### src/rtl/pipe_ctrl.sv
// pipe_ctrl: pipeline hazard controller producing per-stage stall/flush,
// exception redirect, divider abort and a saturating stalled-cycle counter.
`default_nettype none

module pipe_ctrl (
  input  logic        clk_i,
  input  logic        rst_i,
  input  logic [4:0]  id_rs_i,
  input  logic [4:0]  id_rt_i,
  input  logic        ex_rmem_i,
  input  logic [4:0]  ex_waddr_i,
  input  logic        div_start_i,
  input  logic        div_done_i,
  input  logic        dreq_i,
  input  logic        dack_i,
  input  logic        ifetch_busy_i,
  input  logic        exc_i,
  input  logic        cnt_clr_i,
  output logic [4:0]  stall_o,
  output logic [4:0]  flush_o,
  output logic        redirect_o,
  output logic        div_abort_o,
  output logic [1:0]  state_o,
  output logic [31:0] stall_cnt_o
);

  localparam logic [1:0] RUN      = 2'd0;
  localparam logic [1:0] MEM_WAIT = 2'd1;
  localparam logic [1:0] DIV_WAIT = 2'd2;
  localparam logic [1:0] EXC      = 2'd3;

  logic [1:0]  state;
  logic [1:0]  state_nxt;
  logic [31:0] stall_cnt;
  logic        load_use;
  logic        mem_stall;

  assign load_use  = ex_rmem_i && (ex_waddr_i != 5'd0) &&
                     ((ex_waddr_i == id_rs_i) || (ex_waddr_i == id_rt_i));
  assign mem_stall = dreq_i && !dack_i;

  always_ff @(posedge clk_i or posedge rst_i) begin
    if (rst_i) begin
      state <= RUN;
    end else begin
      state <= state_nxt;
    end
  end

  always_comb begin
    state_nxt = state;
    case (state)
      RUN: begin
        if (exc_i)            state_nxt = EXC;
        else if (mem_stall)   state_nxt = MEM_WAIT;
        else if (div_start_i) state_nxt = DIV_WAIT;
        else                  state_nxt = RUN;
      end
      MEM_WAIT: begin
        if (dack_i) state_nxt = RUN;
      end
      DIV_WAIT: begin
        if (exc_i)           state_nxt = EXC;
        else if (div_done_i) state_nxt = RUN;
      end
      default: state_nxt = RUN;
    endcase
  end

  // Reset dominates combinationally so the flush pattern appears without waiting for a clock.
  always_comb begin
    stall_o     = 5'b00000;
    flush_o     = 5'b00000;
    redirect_o  = 1'b0;
    div_abort_o = 1'b0;
    if (rst_i) begin
      flush_o = 5'b11111;
    end else begin
      case (state)
        RUN: begin
          if (exc_i) begin
            flush_o = 5'b11110;
          end else if (mem_stall) begin
            stall_o = 5'b01111;
            flush_o = 5'b10000;
          end else if (div_start_i) begin
            stall_o = 5'b00111;
            flush_o = 5'b01000;
          end else if (load_use) begin
            stall_o = 5'b00011;
            flush_o = 5'b00100;
          end else if (ifetch_busy_i) begin
            stall_o = 5'b00001;
            flush_o = 5'b00010;
          end
        end
        MEM_WAIT: begin
          if (!dack_i) begin
            stall_o = 5'b01111;
            flush_o = 5'b10000;
          end
        end
        DIV_WAIT: begin
          if (exc_i) begin
            flush_o     = 5'b11110;
            div_abort_o = 1'b1;
          end else if (!div_done_i) begin
            stall_o = 5'b00111;
            flush_o = 5'b01000;
          end
        end
        default: begin
          redirect_o = 1'b1;
          flush_o    = 5'b00010;
        end
      endcase
    end
  end

  always_ff @(posedge clk_i or posedge rst_i) begin
    if (rst_i) begin
      stall_cnt <= 32'd0;
    end else if (cnt_clr_i) begin
      stall_cnt <= 32'd0;
    end else if ((stall_o != 5'b00000) && (stall_cnt != 32'hFFFF_FFFF)) begin
      stall_cnt <= stall_cnt + 32'd1;
    end
  end

  assign state_o     = state;
  assign stall_cnt_o = stall_cnt;

endmodule

`default_nettype wire

### config.mk
export PLATFORM = sky130hd
export DESIGN_NAME = pipe_ctrl
export DESIGN_NICKNAME = d
export VERILOG_FILES = /design/src/rtl/pipe_ctrl.sv
export SDC_FILE = /design/constraint.sdc
export NUM_CORES = 1
export LEC_CHECK = 0
export CAP_MARGIN = 10
export CORE_UTILIZATION = 63
export DETAILED_ROUTE_END_ITERATION = 10
export DONT_BUFFER_PORTS = 1
export GPL_ROUTABILITY_DRIVEN = 0
export HOLD_SLACK_MARGIN = 0.15
export PLACE_DENSITY = 0.76
export SYNTH_ARGS = -nofsm -noshare
export SYNTH_HDL_FRONTEND = slang
export SYNTH_SLANG_ARGS = --single-unit
### constraint.sdc
create_clock -name clk_i -period 2.45 [get_ports clk_i]
set_input_delay 0.3675 -clock clk_i [delete_from_list [all_inputs] [get_ports clk_i]]
set_output_delay 0.3675 -clock clk_i [all_outputs]
set_load 0.01 [all_outputs]
# ---- Word-level counts from Yosys, hierarchy flattened
# Cells that the tools add are included.
dict set report word_totals {
  ff_bits 34
  output_inout_bits 46
  word_cells 56
}
dict set report classes {
  addsub 1
  eq_ne 7
  mux 34
  n_reduce_logical 12
}
# op n
set op_table {}
lappend op_table {{32-bit two-way mux} 2}
lappend op_table {{32-bit by 1-bit adder with 32-bit output, second input constant} 1}
lappend op_table {{32-bit != test, second input constant} 1}
lappend op_table {{5-bit two-way mux} 5}
lappend op_table {{4-bit two-way mux} 6}
lappend op_table {{2-bit two-way mux} 8}
lappend op_table {{5-bit one-hot mux with 3 select lines} 1}
lappend op_table {{3-bit two-way mux} 4}
lappend op_table {{4-bit one-hot mux with 3 select lines} 1}
lappend op_table {{5-bit equality test} 2}
lappend op_table {{5-bit nonzero test} 2}
lappend op_table {{1-bit two-way mux} 6}
lappend op_table {{2-bit one-hot mux with 3 select lines} 1}
lappend op_table {{1-bit logical AND} 4}
lappend op_table {{3-bit != test, second input constant} 1}
lappend op_table {{3-bit OR reduction} 1}
lappend op_table {{2-bit by 1-bit equality test with 1-bit output, second input constant} 1}
lappend op_table {{2-bit equality test, second input constant} 1}
lappend op_table {{2-bit logical NOT} 1}
lappend op_table {{2-bit != test, second input constant} 1}
lappend op_table {{2-bit AND reduction} 1}
lappend op_table {{2-bit nonzero test} 1}
lappend op_table {{1-bit logical NOT} 1}
lappend op_table {{1-bit logical OR} 1}

# ---- Depth between registers and ports, before layout
dict set report logic_depth {
  word_depth 13
  depth_mapped 8
  ltp_nobuf 7
}

# ---- Worst setup path after synthesis
# Ideal clock, no wire load.
dict set report synth_timing {
  path_type {register to register}
  startpoint {reg state[1], in the netlist state_o[1]}
  endpoint {reg stall_cnt[16], in the netlist stall_cnt_o[16]}
  setup_time_ns 0.125
  arrival_time_ns 2.201
  path_slack_ns 0.124
  path_stages_with_launch 7
  n_path_buf 2
  synth_period_minus_slack_ns 2.326
  path_cell_list {dfrtp_1 -> buf_6 -> or4_4 -> o31a_1 -> buf_6 -> nor4b_1 -> mux2_2}
}
dict set report synth_via {
  elab_chain_len 6
}
# element line
set synth_rtl {}
lappend synth_rtl {{start, declared} 32} ;# logic [1:0] state;
lappend synth_rtl {{start signal, assigned} 46} ;# state <= state_nxt;
lappend synth_rtl {{2-bit equality test (tied with other cells)} 79} ;# case (state)
lappend synth_rtl {{4-bit one-hot mux with 3 select lines (*)} 79}
lappend synth_rtl {{4-bit two-way mux (*)} 76} ;# if (rst_i) begin
lappend synth_rtl {{5-bit nonzero test (*)} 125} ;# end else if ((stall_o != 5'b00000) && (stall_cnt != 32'hFFFF_FFFF)) begin
lappend synth_rtl {{1-bit logical AND (*)} 125}
lappend synth_rtl {{2-bit nonzero test (no line) (*)} --}
lappend synth_rtl {{end signal, assigned} 126} ;# stall_cnt <= stall_cnt + 32'd1;
lappend synth_rtl {{end, declared} 34} ;# logic [31:0] stall_cnt;
# Mark *: on every way between the ends. The rest lies on a longest branch, timed or not.
# A chain may end at the register's enable or synchronous reset.

# ---- Final worst setup path
dict set report layout_timing {
  startpoint {reg state[0], in the netlist state_o[0]}
  endpoint {reg stall_cnt[7], in the netlist stall_cnt_o[7]}
}
# The elaborated chain is that of the path after synthesis.

==> impl_metrics.py <==
metrics = {
    "timing": {
        "whs_ns": 0.187,
        "rsz0062_at_grt": "yes",
        "fin_worst_skew_ns": 0.0143,
        "period_needed_ns": 2.38,
        "slew_headroom_pct": 31.2,
        "final_max_slew_viol_count": 0,
        "setup_tns_ns": 0,
        "fmax_mhz": 419,
        "setup_viol": 0,
        "finalCritPeriodShare_pct": 97.3,
        "tightestPinTransition_ns": 1.03,
        "hold_viol": 0,
        "setup_slack_ns": 0.0657,
    },
    "worst_setup_path": {
        "r2r_slack_ns": 0.07,
        "crit_arrival_ns": 2.65,
        "critPathMaxStageDelay_ns": 0.52,
        "cp_max_fo": 10,
        "required_ns": 2.72,
        "cp-endpoint": "stall_cnt_o[7]",
        "worstRegToRegCells": 8,
        "worst-path-stages": 8,
        "path_cells": "or4b_4, a21oi_2, o31ai_1, o31a_1, buf_12, buf_4, or4_4, a21oi_2",
        "timing.rr.end": "stall_cnt_o[7]",
        "cp_top_family": "simple AND/OR/NAND/NOR gates",
        "path_buf_inv": 2,
        "critPathKind": "register to register",
        "critical_path.most_common_cell": "a21oi_2",
        "worstReg2RegStart": "state_o[0]",
        "startpoint": "state_o[0]",
        "end_kind": "register",
        "start_kind": "register",
        "critPathSlowestCell": "or4_4",
    },
    "synthesis": {
        "ys_top_cells_by_count": "dfrtp_1, a21oi_1, or4_1",
        "synth_edf_count": 0,
        "synth_ff_type": "dfrtp_1",
        "synth_top_family_by_area": "simple AND/OR/NAND/NOR gates",
        "synthArstFlopShare_pct": 100,
        "yosysSeqAreaShare_pct": 37.2,
        "synth.distinct_cells": 42,
        "syn_area_um2": 2290,
        "post-synth-top-count-cell": "dfrtp_1",
        "netlist.area_leader.share_pct": 37.2,
        "yosys.area.top_type": "dfrtp_1",
        "synthXorXnorAreaFrac_pct": 3.83,
        "synthTopCellsByArea": "dfrtp_1, a21oi_1, or4_1, o31ai_1, xor2_1",
        "synth_mux_area_share_pct": 2.95,
        "synth_fp_nets": 296,
        "synth_seq_cells": 34,
        "yosysWarnings": 0,
        "synthCells": 270,
        "synth_compound_area_share_pct": 17.4,
        "yosys.area_share.simple_pct": 31.9,
        "syn_avg_cell_area_um2": 8.48,
        "synthAdderAreaFrac_pct": 0.546,
    },
    "global_routing": {
        "grt_pass1_wl_um": 9230,
        "grt_usage_pct": 30.2,
        "grt_max_degree": 28,
        "antenna_found_initial": 0,
        "grtUsageMet1_pct": 39.5,
        "top_usage_layer": "met2",
        "grtUsageMet3_pct": 7.35,
        "grt-ovfl-total": 0,
        "grt_pass1_vias": 2021,
        "use_met2_pct": 47.9,
    },
    "place": {
        "post-dp-hpwl_um": 3710,
        "port_buffers": 0,
        "pre_cts_slack_ns": 0.0792,
    },
    "die": {
        "core_um2": 3420,
        "die_w_um": 62.3,
        "ios": 71,
        "core.rowCount": 21,
        "start_util_pct": 67.0,
        "dieArea_um2": 3880,
        "die_h_um": 62.3,
    },
    "clock_tree": {
        "cts-root-buf": "clkbuf_4",
        "ctsHtreeMaxLevel": 2,
        "clockBufferDepth": 2,
        "clock_sinks": 34,
        "cts_tree": "built",
        "clkLatencyLatePin_ns": 0.35,
        "clk_transition_reported_paths_ns": 0.11,
        "cts_buffers": 5,
    },
    "power_and_ir_drop": {
        "p_leak_nw": 1.07,
        "power_per_cell_area_nw_per_um2": 470,
        "combPwrFrac_pct": 20.5,
        "p_total_mw": 1.27,
        "p_sw_share_pct": 26.7,
        "ir_drop_mv": 0.351,
        "power.share.sequential_pct": 45.9,
        "p_int_uw": 932,
        "power.switching_uw": 339,
        "clock_power_share_pct": 33.7,
    },
    "layout": {
        "final_core_util_pct": 79.2,
        "drive_gt1_share_pct": 20.3,
        "diodes": 0,
        "n_fill_cell": 216,
        "syn_to_final_growth_pct": 18.1,
        "layout.nets": 321,
    },
    "route": {
        "vias": 2169,
        "ant_nets": 0,
        "wl_per_cell_um": 17.0,
        "viasPerCell": 6.36,
        "drtIter0Drc": 167,
        "drc": 0,
        "drt_wl_total_um": 5810,
        "drtPass1Iterations": 4,
    },
    "worst_hold_path": {
        "hold_class": "primary input to register",
        "worstHoldPathCells": 3,
    },
    "job": {
        "cap_violations": 0,
    },
    "outcome": {
        "outcome": "complete, no violations",
    },
}
-- kinds of logic after synthesis --
logic type / Yosys count
other: 1
DFF: 34
buffers and inverters: 27
muxes: 6
AOI/OAI and AO/OA: 68
xor gates and xnor gates: 10
adders and majority gates: 1
and+or+nand+nor: 123
-- worst min path at each step --
| stage | startpoint | end | slack, ns |
|---|---|---|---|
| after detailed placement | rst_i | stall_cnt_o[14] | 0.27 |
| after global placement | rst_i | stall_cnt_o[14] | 0.27 |
| after CTS | cnt_clr_i | stall_cnt_o[28] | 0.18 |
| after floorplan | dack_i | state_o[0] | 0.48 |
| after global routing | cnt_clr_i | stall_cnt_o[28] | 0.17 |
| final | cnt_clr_i | stall_cnt_o[28] | 0.19 |
-- power groups by stage --
| stage | clock (mW) | combinational, mW | sequential [mW] |
|---|---|---|---|
| after global placement | 0 | 0.186 | 0.590 |
| after floorplan | 0 | 0.156 | 0.594 |
| final | 0.428 | 0.260 | 0.583 |
| after detailed placement | 0 | 0.187 | 0.590 |
| after global routing | 0.457 | 0.282 | 0.584 |
| after CTS | 0.434 | 0.222 | 0.581 |
-- cell type report --
type / count / area (µm²) / area share, %
multi-input combinational: 209 / 1330 / 49.1
sequential: 34 / 851 / 31.5
timing repair buffer: 37 / 358 / 13.2
tap: 46 / 57.6 / 2.13
clock buffer: 6 / 51.3 / 1.90
clock inverter: 1 / 30.0 / 1.11
inverter: 8 / 30.0 / 1.11
-- placed cells by master, fill, tap and decap left out, types with 9 or more instances in the layout --
master   netlist  layout
or3_1         13      13
o21ai_0       15      15
a21oi_1       30      26
nor2_1        17      17
nand2_1       16      16
nand4_1        9       9
buf_4          3      27
o31ai_1       16      16
or4_1         18      16
dfrtp_1       34      34
xor2_1        10      10
-- worst register-to-register path, delay by kind of cell, from the launching register on --
kind / cells / cell delay (ns)
buf+inv: 2 / 0.33
compound gates: 4 / 0.51
flops: 1 / 0.44
simple gates: 2 / 1.04
-- registers in the layout, indices dropped and copies added, names as in the netlist --
signal / cells
stall_cnt_o: 32
state_o: 2
-- layer usage --
metal  routed length (µm)  vias to the layer above
met2                 2840                       78
met4                  144                        0
met3                  364                       17
li1                     -                     1048
met5                    0                        -
met1                 2460                     1026
-- metrics by stage --
step	cell area, µm²	std cells
finish	2700	341
global route	2700	341
CTS	2610	335
detailed placement	2460	323
global placement	2460	323
floorplan	2290	270
-- repair_timing --
action	CTS	global route
hold buffers	3	0
gates cloned	1	2
endpoints found under the setup margin	1	9
buffers inserted	1	4
resized for setup	2	8
pin swaps	0	6
hold endpoints to repair	33	0
(Power assumes the default switching activity.)
